$ cat src/rtl/uart_rx_if.sv
// Valid/ready handshake carrying received words from the UART receiver to its consumer.
interface uart_rx_if #(
    parameter int DATA_BITS = 8
);
    logic [DATA_BITS-1:0] rx_data;
    logic                 rx_valid;
    logic                 rx_ready;

    modport master (output rx_data, output rx_valid, input rx_ready);
    modport slave  (input rx_data, input rx_valid, output rx_ready);
endinterface

$ cat src/rtl/uart_rx.sv
// UART receiver driven by a shared oversampling tick: synchronises rx, validates the start bit,
// samples data LSB-first at bit centre, checks the stop bit and hands words over valid/ready.
module uart_rx #(
    parameter int DATA_BITS  = 8,
    parameter int OVERSAMPLE = 16
) (
    input  logic      clk,
    input  logic      reset_n,
    input  logic      tick,
    input  logic      rx,
    uart_rx_if.master bus,
    output logic      frame_err,
    output logic      overrun,
    output logic      busy
);
    localparam int TW = $clog2(OVERSAMPLE);
    localparam int BW = $clog2(DATA_BITS + 1);
    localparam logic [TW-1:0] HALF_LAST = TW'(OVERSAMPLE / 2 - 1);
    localparam logic [TW-1:0] BIT_LAST  = TW'(OVERSAMPLE - 1);
    localparam logic [BW-1:0] LAST_BIT  = BW'(DATA_BITS - 1);

    typedef enum logic [2:0] {S_IDLE, S_START, S_DATA, S_STOP, S_BREAK} state_t;

    state_t               state, state_next;
    logic                 rs_meta, rs;
    logic [TW-1:0]        tcnt;
    logic [BW-1:0]        bcnt;
    logic [DATA_BITS-1:0] shift_reg;
    logic                 half_hit, bit_hit;
    logic                 word_done, stop_bad;

    assign half_hit = (tcnt == HALF_LAST);
    assign bit_hit  = (tcnt == BIT_LAST);

    // Idle-high reset value keeps a released reset from looking like a start edge.
    always_ff @(posedge clk or negedge reset_n) begin
        if (!reset_n) begin
            rs_meta <= 1'b1;
            rs      <= 1'b1;
        end else begin
            rs_meta <= rx;
            rs      <= rs_meta;
        end
    end

    always_ff @(posedge clk or negedge reset_n) begin
        if (!reset_n) state <= S_IDLE;
        else          state <= state_next;
    end

    always_comb begin
        state_next = state;
        if (tick) begin
            case (state)
                S_IDLE:  if (!rs) state_next = S_START;
                S_START: if (half_hit) state_next = rs ? S_IDLE : S_DATA;
                S_DATA:  if (bit_hit && bcnt == LAST_BIT) state_next = S_STOP;
                S_STOP:  if (bit_hit) state_next = rs ? S_IDLE : S_BREAK;
                S_BREAK: if (rs) state_next = S_IDLE;
                default: state_next = S_IDLE;
            endcase
        end
    end

    always_comb begin
        busy      = (state != S_IDLE);
        word_done = (state == S_STOP) && tick && bit_hit && rs;
        stop_bad  = (state == S_STOP) && tick && bit_hit && !rs;
    end

    always_ff @(posedge clk or negedge reset_n) begin
        if (!reset_n) begin
            tcnt      <= '0;
            bcnt      <= '0;
            shift_reg <= '0;
        end else if (tick) begin
            case (state)
                S_IDLE: tcnt <= '0;
                S_START: begin
                    if (half_hit) begin
                        tcnt <= '0;
                        bcnt <= '0;
                    end else begin
                        tcnt <= tcnt + 1'b1;
                    end
                end
                S_DATA: begin
                    if (bit_hit) begin
                        shift_reg <= {rs, shift_reg[DATA_BITS-1:1]};
                        tcnt      <= '0;
                        bcnt      <= bcnt + 1'b1;
                    end else begin
                        tcnt <= tcnt + 1'b1;
                    end
                end
                S_STOP:  tcnt <= bit_hit ? '0 : tcnt + 1'b1;
                default: tcnt <= '0;
            endcase
        end
    end

    // A word arriving while the previous one is still pending is dropped, not overwritten.
    always_ff @(posedge clk or negedge reset_n) begin
        if (!reset_n) begin
            bus.rx_data  <= '0;
            bus.rx_valid <= 1'b0;
            frame_err    <= 1'b0;
            overrun      <= 1'b0;
        end else begin
            frame_err <= stop_bad;
            overrun   <= word_done && bus.rx_valid && !bus.rx_ready;
            if (word_done && (!bus.rx_valid || bus.rx_ready)) begin
                bus.rx_data  <= shift_reg;
                bus.rx_valid <= 1'b1;
            end else if (bus.rx_valid && bus.rx_ready) begin
                bus.rx_valid <= 1'b0;
            end
        end
    end
endmodule
$ cat src/flat_wrapper.sv
// flat-port wrapper written by rule: the top's interface ports become plain ports
module uart_rx_flat 
#(
    parameter int DATA_BITS  = 8,
    parameter int OVERSAMPLE = 16
)
  (clk, reset_n, tick, rx, frame_err, overrun, busy, bus_rx_data, bus_rx_valid, bus_rx_ready);
  uart_rx_if #(.DATA_BITS(DATA_BITS)) bus_i ();
  input  logic clk;
  input  logic reset_n;
  input  logic tick;
  input  logic rx;
  output logic frame_err;
  output logic overrun;
  output logic busy;
  output wire logic [$bits(bus_i.rx_data)-1:0] bus_rx_data;
  output wire logic [$bits(bus_i.rx_valid)-1:0] bus_rx_valid;
  input wire logic [$bits(bus_i.rx_ready)-1:0] bus_rx_ready;
  assign bus_rx_data = bus_i.rx_data;
  assign bus_rx_valid = bus_i.rx_valid;
  assign bus_i.rx_ready = bus_rx_ready;
  uart_rx #(.DATA_BITS(DATA_BITS), .OVERSAMPLE(OVERSAMPLE)) u_core (.clk(clk), .reset_n(reset_n), .tick(tick), .rx(rx), .bus(bus_i), .frame_err(frame_err), .overrun(overrun), .busy(busy));
endmodule
$ cat config.mk
export PLATFORM = sky130hd
export DESIGN_NAME = uart_rx_flat
export DESIGN_NICKNAME = d
export VERILOG_FILES = /design/src/rtl/uart_rx_if.sv /design/src/rtl/uart_rx.sv /design/src/flat_wrapper.sv
export SDC_FILE = /design/constraint.sdc
export NUM_CORES = 1
export LEC_CHECK = 0
export ABC_AREA = 1
export CAP_MARGIN = 20
export CORE_MARGIN = 2
export CORE_UTILIZATION = 52
export DETAILED_ROUTE_END_ITERATION = 12
export DONT_BUFFER_PORTS = 1
export PLACE_DENSITY = 0.67
export SYNTH_ARGS = -nofsm -noshare
export SYNTH_HDL_FRONTEND = slang
export SYNTH_SLANG_ARGS = --single-unit
$ cat constraint.sdc
create_clock -name clk -period 1.5 [get_ports clk]
set_input_delay 0.225 -clock clk [delete_from_list [all_inputs] [get_ports clk]]
set_output_delay 0.225 -clock clk [all_outputs]
set_load 0.01 [all_outputs]
==> impl_metrics.env <==
export IMPL_port_buffer_count=0
export IMPL_yosysWarnings=0
export IMPL_hp_start="tick"
export IMPL_p_per_area_nw_per_um2=1290
export IMPL_ios=17
export IMPL_p_switching_uw=712
export IMPL_worst_path_buf_inv=0
export IMPL_slowest_delay_ns=0.38
export IMPL_synth_area_um2=1520
export IMPL_final_util_pct=62.0
export IMPL_final_layout_size_suffix_gt1_share_pct=27.5
export IMPL_clockPowerShare_pct=29.3
export IMPL_clk_pin_slew_ns=0.10
export IMPL_area_growth_synth_to_final_pct=12.7
export IMPL_cp_arrival_ns=1.63
export IMPL_outcome="completed"
export IMPL_vias=1109
export IMPL_reg2reg_depth=6
export IMPL_wl_mm=2.67
export IMPL_die_h_um=58
export IMPL_grt_use_total_pct=16.9
export IMPL_r2r_start="u_core.tcnt[0]"
export IMPL_whs_path_depth=2
export IMPL_worst_setup_path_end_kind="flop"
export IMPL_dp_cells=192
export IMPL_wl_per_cell_um=12.8
export IMPL_fin_cells=209
export IMPL_r2r_end="u_core.bus.rx_data[2]"
export IMPL_ys_types=25
export IMPL_use_met2_pct=24.8
export IMPL_place_gp_congestion=0.789
export IMPL_met1_usage_pct=22.0
export IMPL_min_to="u_core.tcnt[0]"
export IMPL_ys_ff_latch=32
export IMPL_start_util_pct=55.0
export IMPL_syn_nets=170
export IMPL_critical_path_required_ns=1.73
export IMPL_regToRegSetupSlack_ns=0.1
export IMPL_fin_skew_ns=0.0144
export IMPL_ir_drop_v=0.00124
export IMPL_antenna_cells=0
export IMPL_critPathTopFamily="simple AND/OR/NAND/NOR gates"
export IMPL_period_needed_ns=1.40
export IMPL_p_sw_share_pct=32.3
export IMPL_p_leak_uw=0.000869
export IMPL_comb_power_share_pct=24.5
export IMPL_seq_area_frac_synth_pct=53.0
export IMPL_rows=19
export IMPL_cts_path_max_buffers=2
export IMPL_grt_pass1_vias=1002
export IMPL_min_path_type="input pin to flop"
export IMPL_cp_depth=6
export IMPL_post_route_period_util_pct=93.4
export IMPL_drtIter0Drc=31
export IMPL_worst_skew_pair_late_latency_ns=0.33
export IMPL_power_frac_seq_pct=46.2
export IMPL_core_um2=2760
export IMPL_gr_total_overflow=0
export IMPL_grt_pass1_wl_mm=4.30
export IMPL_slew_headroom_pct=81.2
export IMPL_dr_pass1_iters=4
export IMPL_power_total_uw=2210
export IMPL_synth_cells=163
export IMPL_die_w_um=58
export IMPL_met3_usage_pct=6.47
export IMPL_ctsRootBufferMaster="clkbuf_4"
export IMPL_crit_path_start_kind="flop"
export IMPL_cts_sinks=32
export IMPL_finalHoldViolCount=0
export IMPL_ant_nets=0
export IMPL_p_int_uw=1490
export IMPL_path_class="flop to flop"
export IMPL_hpwl_mm=1.74
export IMPL_drv_slew=0
export IMPL_cts_made_buffers=5
export IMPL_crit_fanout=7
export IMPL_route_detailed_drc=0
export IMPL_vias_per_cell=5.31
export IMPL_worst_pin_slew_ns=0.281
export IMPL_nets=184
export IMPL_cts_tree="built"
export IMPL_htreeDepth=2
export IMPL_path_cells="ha_2 -> nand3_2 -> nor2_8 -> nand3_2 -> nand2_1 -> nand2_1"
export IMPL_fmax_ghz=0.714
export IMPL_maxCapViolCount=0
export IMPL_syn_avg_cell_area_um2=9.30
export IMPL_setup_violations=0
export IMPL_die_area_um2=3360
export IMPL_antenna_found_initial=0
export IMPL_top_usage_layer="met2"
export IMPL_grt_max_degree=33
export IMPL_slowest_stage="dfrtp_1"
==> placed cells by master (no fill, tap or decap), types with 2 or more instances in the layout <==
cell,synthesis,routed
nand2_1,45,45
dfrtp_1,30,30
inv_1,15,15
o21ai_2,11,11
nor2_1,10,9
nand3_1,8,7
nand2_2,5,5
clkbuf_4,0,5
inv_2,4,4
o21ai_1,4,4
o21ai_0,4,4
buf_4,0,4
nand3_2,1,3
nor2_2,2,3
a21oi_1,3,3
o21bai_1,3,3
dlygate4sd3_1,0,3
a21oi_2,2,2
or2_2,2,2
xnor2_1,2,2
nand4_1,2,2
dfstp_2,2,2
==> synth_stat cells <==
master	instances	share of area (%)
nand2_1	45	11
a21oi_2	2	1.2
o21ai_0	4	1.3
a21oi_1	3	0.99
o21ai_2	11	6.4
inv_2	4	0.99
nand2_4	1	0.74
nor2_8	1	1.3
nand2_2	5	2.1
o21bai_1	3	1.5
or2_2	2	0.82
nand4_1	2	0.82
o21ai_1	4	1.3
nand3_4	1	1.2
nor2_4	1	0.74
nor2_1	10	2.5
nand3_2	1	0.66
dfstp_2	2	3.5
dfrtp_1	30	50
nand3_1	8	2.6
buf_6	2	1.5
inv_1	15	3.7
xnor2_1	2	1.2
ha_1	2	1.6
nor2_2	2	0.82
==> layer usage <==
metal / vias to the layer above / part of all wire (%) / wire, um
li1: 552 / - / -
met1: 523 / 47 / 1260
met2: 26 / 46 / 1240
met3: 8 / 4.6 / 122
met4: 0 / 1.8 / 47
met5: - / 0 / 0
==> layout make-up <==
cell class / instances / area, um2
clock buffers: 6 / 41.3
repair buffers: 8 / 80.1
flip-flops and latches: 32 / 803
well taps: 31 / 38.8
clock inverters: 2 / 35.0
fillers: 216 / 1050
inverters: 19 / 71.3
multi-input cells: 111 / 639
==> kinds of logic (layout without fill, tap and decap cells) <==
group,count (synthesis),count (layout),share of synthesized area [%]
simple gates,79,80,25.4
flops,32,32,53.0
fa+ha+maj,2,2,1.65
xor+xnor,2,2,1.16
buf+inv,21,35,6.19
compound gates,27,27,12.6
==> worst max-delay path by stage <==
stage,from,end,slack (ns)
floorplan,u_core.tcnt[0],u_core.bus.rx_data[5],0.18
global placement,u_core.tcnt[0],u_core.bus.rx_data[4],0.11
detailed placement,u_core.tcnt[0],u_core.bus.rx_data[0],0.05
CTS,u_core.tcnt[0],u_core.bus.rx_data[0],0.04
global route,u_core.tcnt[0],u_core.state[1],-0.02
finish,u_core.tcnt[0],u_core.bus.rx_data[2],0.1
==> worst reg2reg max path: stages (launching register included) <==
cell and delay (ns):
dfrtp_1 0.38, ha_2 0.21, nand3_2 0.15, nor2_8 0.19, nand3_2 0.22, nand2_1 0.12, nand2_1 0.05
==> power by group through the flow <==
stage | clock network, uW | logic (uW) | registers, uW
after detailed placement | 0 | 425 | 1040
after global placement | 0 | 419 | 1030
after floorplan | 0 | 358 | 1020
after CTS | 658 | 458 | 1020
after global routing | 706 | 614 | 1040
final | 646 | 540 | 1020
==> stage by stage <==
step                      hold WS (ns)  worst slack, ns  instance area, um2  TNS, ns
after CTS                       0.0615           0.0384                1660        0
after floorplan                -0.0706            0.181                1520        0
after detailed placement       -0.0697           0.0516                1530        0
final                           0.0719           0.0988                1710        0
after global placement         -0.0698            0.114                1530        0
after global routing            0.0747          -0.0192                1710  -0.0431
==> repair_timing <==
action                                  in CTS  in global routing
setup buffers                                0                  4
gates resized for setup                      0                  3
hold endpoints to repair                    34                  0
hold buffers                                 4                  0
endpoints found under the setup margin       0                 22
Note: power is estimated with default switching activity, not from simulation.
==> patch: new RTL, config.mk and constraints unchanged <==
`DATA_BITS` is set to 8 in 3 places; all go to 16.
--- a/src/rtl/uart_rx_if.sv
+++ b/src/rtl/uart_rx_if.sv
@@ -1,6 +1,6 @@
 // Valid/ready handshake carrying received words from the UART receiver to its consumer.
 interface uart_rx_if #(
-    parameter int DATA_BITS = 8
+    parameter int DATA_BITS = 16
 );
     logic [DATA_BITS-1:0] rx_data;
     logic                 rx_valid;
--- a/src/rtl/uart_rx.sv
+++ b/src/rtl/uart_rx.sv
@@ -1,7 +1,7 @@
 // UART receiver driven by a shared oversampling tick: synchronises rx, validates the start bit,
 // samples data LSB-first at bit centre, checks the stop bit and hands words over valid/ready.
 module uart_rx #(
-    parameter int DATA_BITS  = 8,
+    parameter int DATA_BITS  = 16,
     parameter int OVERSAMPLE = 16
 ) (
     input  logic      clk,
--- a/src/flat_wrapper.sv
+++ b/src/flat_wrapper.sv
@@ -1,7 +1,7 @@
 // flat-port wrapper written by rule: the top's interface ports become plain ports
 module uart_rx_flat 
 #(
-    parameter int DATA_BITS  = 8,
+    parameter int DATA_BITS  = 16,
     parameter int OVERSAMPLE = 16
 )
   (clk, reset_n, tick, rx, frame_err, overrun, busy, bus_rx_data, bus_rx_valid, bus_rx_ready);
Ports: changed (resized bus_rx_data); port bits go from 17 to 25. No check against the original RTL was run, so the function may have changed too.
==> patch against the unedited design <==
Worst setup slack worse by 0.023 ns; power up 36%; sequential share of layout area up 0.21 points; sequential cell count up 17; final area up 52%; combinational power up 40%; area after synthesis up 53%; wire length up 46%; hold slack worse by 0.054 ns; critical path type unchanged; largest cell class unchanged; highest routed layer unchanged.
==> patch: results <==
[clocking]
cts_resized = 2
clockRootBuffer = clkbuf_8
worstSkewPairLatency_ns = 0.30

[worst_hold_path]
min_to = u_core.tcnt[2]$_DFFE_PN0P_
worstHoldPathCells = 1
hp-start = tick
hp-class = primary input to flip-flop

[synth]
synth_area_leaders = dfrtp_1 (51%), nand2_1 (9.6%), o21ai_2 (8.7%)
synthAdderAreaFrac = 0.01619
synth_compound_area_frac = 0.1365
synthXorXnorAreaFrac = 0
synth_top_cells_by_count = nand2_1 (59), dfrtp_1 (47), inv_1 (32), o21ai_2 (23), nand3_1 (16)
synthMuxAreaShare = 0
synth_cell_types = 24
syn_nets = 250
synth_sequential_area_ratio = 0.5300
synth_warnings = 0
syn_avg_cell_area_um2 = 9.580

[worst_setup_path]
startpoint = u_core.tcnt[1]$_DFFE_PN0P_
reg2reg_depth = 7
crit_family = simple AND/OR/NAND/NOR gates
crit_fanout = 16
r2r_slack_ns = 0.08
cpPeakStageDelay_ns = 0.41
endpoint = u_core.bus.rx_data[7]$_DFFE_PN0P_

[layout]
diodes = 0
layout-drive-gt1-share = 0.2734
num-fill-cells = 355
finalNetCount = 263

[global_routing]
grt_pass1_vias = 1530
antenna_found_initial = 0
grt_max_degree = 50
grt_pass1_wl_mm = 6.706
grt_use_total = 0.1659

[routing]
drtIter0Drc = 84
wl_per_cell_um = 12.70
via_count = 1590
via_per_inst = 5.162
dr.pass1.iters = 4

[status]
status = finished clean

[power]
peakVddDrop_mv = 1.085
p_leak_nw = 1.209
swShare = 0.3324

[sta]
final.setup_skew_ns = 0.01274
fin_crit_sh = 0.9494
maxSlewHeadroom = 0.8312

[placement]
preCtsSetupSlack_ns = -0.02292
place.gp.congestion = 0.8662
postPlaceCellArea_mm2 = 0.002365
dp_hpwl_mm = 2.567
dp.cells = 292
==> patch: cell types whose count changed after synthesis, moves of 3 or more <==
cell / unedited run / this run
o21ai_1: 4 / 9
nand2_1: 45 / 59
o21ai_2: 11 / 23
nand3_1: 8 / 16
nor2_1: 10 / 13
inv_1: 15 / 32
dfrtp_1: 30 / 47
buf_6: 2 / 6
==> patch: stage by stage <==
step                      hold WS (ns)    util
after floorplan               -0.07059       -
after global placement        -0.06927  0.5469
after detailed placement      -0.06891  0.5469
after CTS                     0.002972  0.5822
after global routing          0.002127  0.6019
final                          0.01774  0.6019
==> patch: power groups by stage <==
| stage | sequential (W) | clock [W] | combinational (W) |
|---|---|---|---|
| after floorplan | 0.00150 | 0 | 0.000472 |
| after global placement | 0.00150 | 0 | 0.000611 |
| after detailed placement | 0.00150 | 0 | 0.000622 |
| after CTS | 0.00148 | 0.000796 | 0.000678 |
| after global routing | 0.00149 | 0.000844 | 0.000853 |
| final | 0.00149 | 0.000763 | 0.000756 |
==> patch: area by class of cell <==
type / count / area, um2 / share of cell area
sequential: 49 / 1229 / 0.4721
multi-input combinational: 152 / 925.9 / 0.3558
timing repair buffer: 13 / 167.7 / 0.06442
inverter: 34 / 127.6 / 0.04904
clock buffer: 6 / 72.57 / 0.02788
tap: 52 / 65.06 / 0.02500
clock inverter: 2 / 15.01 / 0.005769
==> patch: metal layers <==
metal  vias up  part of all wire  global-route usage
li1        793                 -                   -
met1       760              0.49              0.2152
met2        32              0.47              0.2658
met3         5             0.037             0.05271
met4         0             0.012             0.05451
met5         -                 0                   0
==> patch: cells by family after synthesis <==
group | count (synthesis)
AND/OR/NAND/NOR | 107
flip-flops | 49
AO/OA/AOI/OAI | 42
buffers and inverters | 41
adder cells (fa/ha/maj) | 3
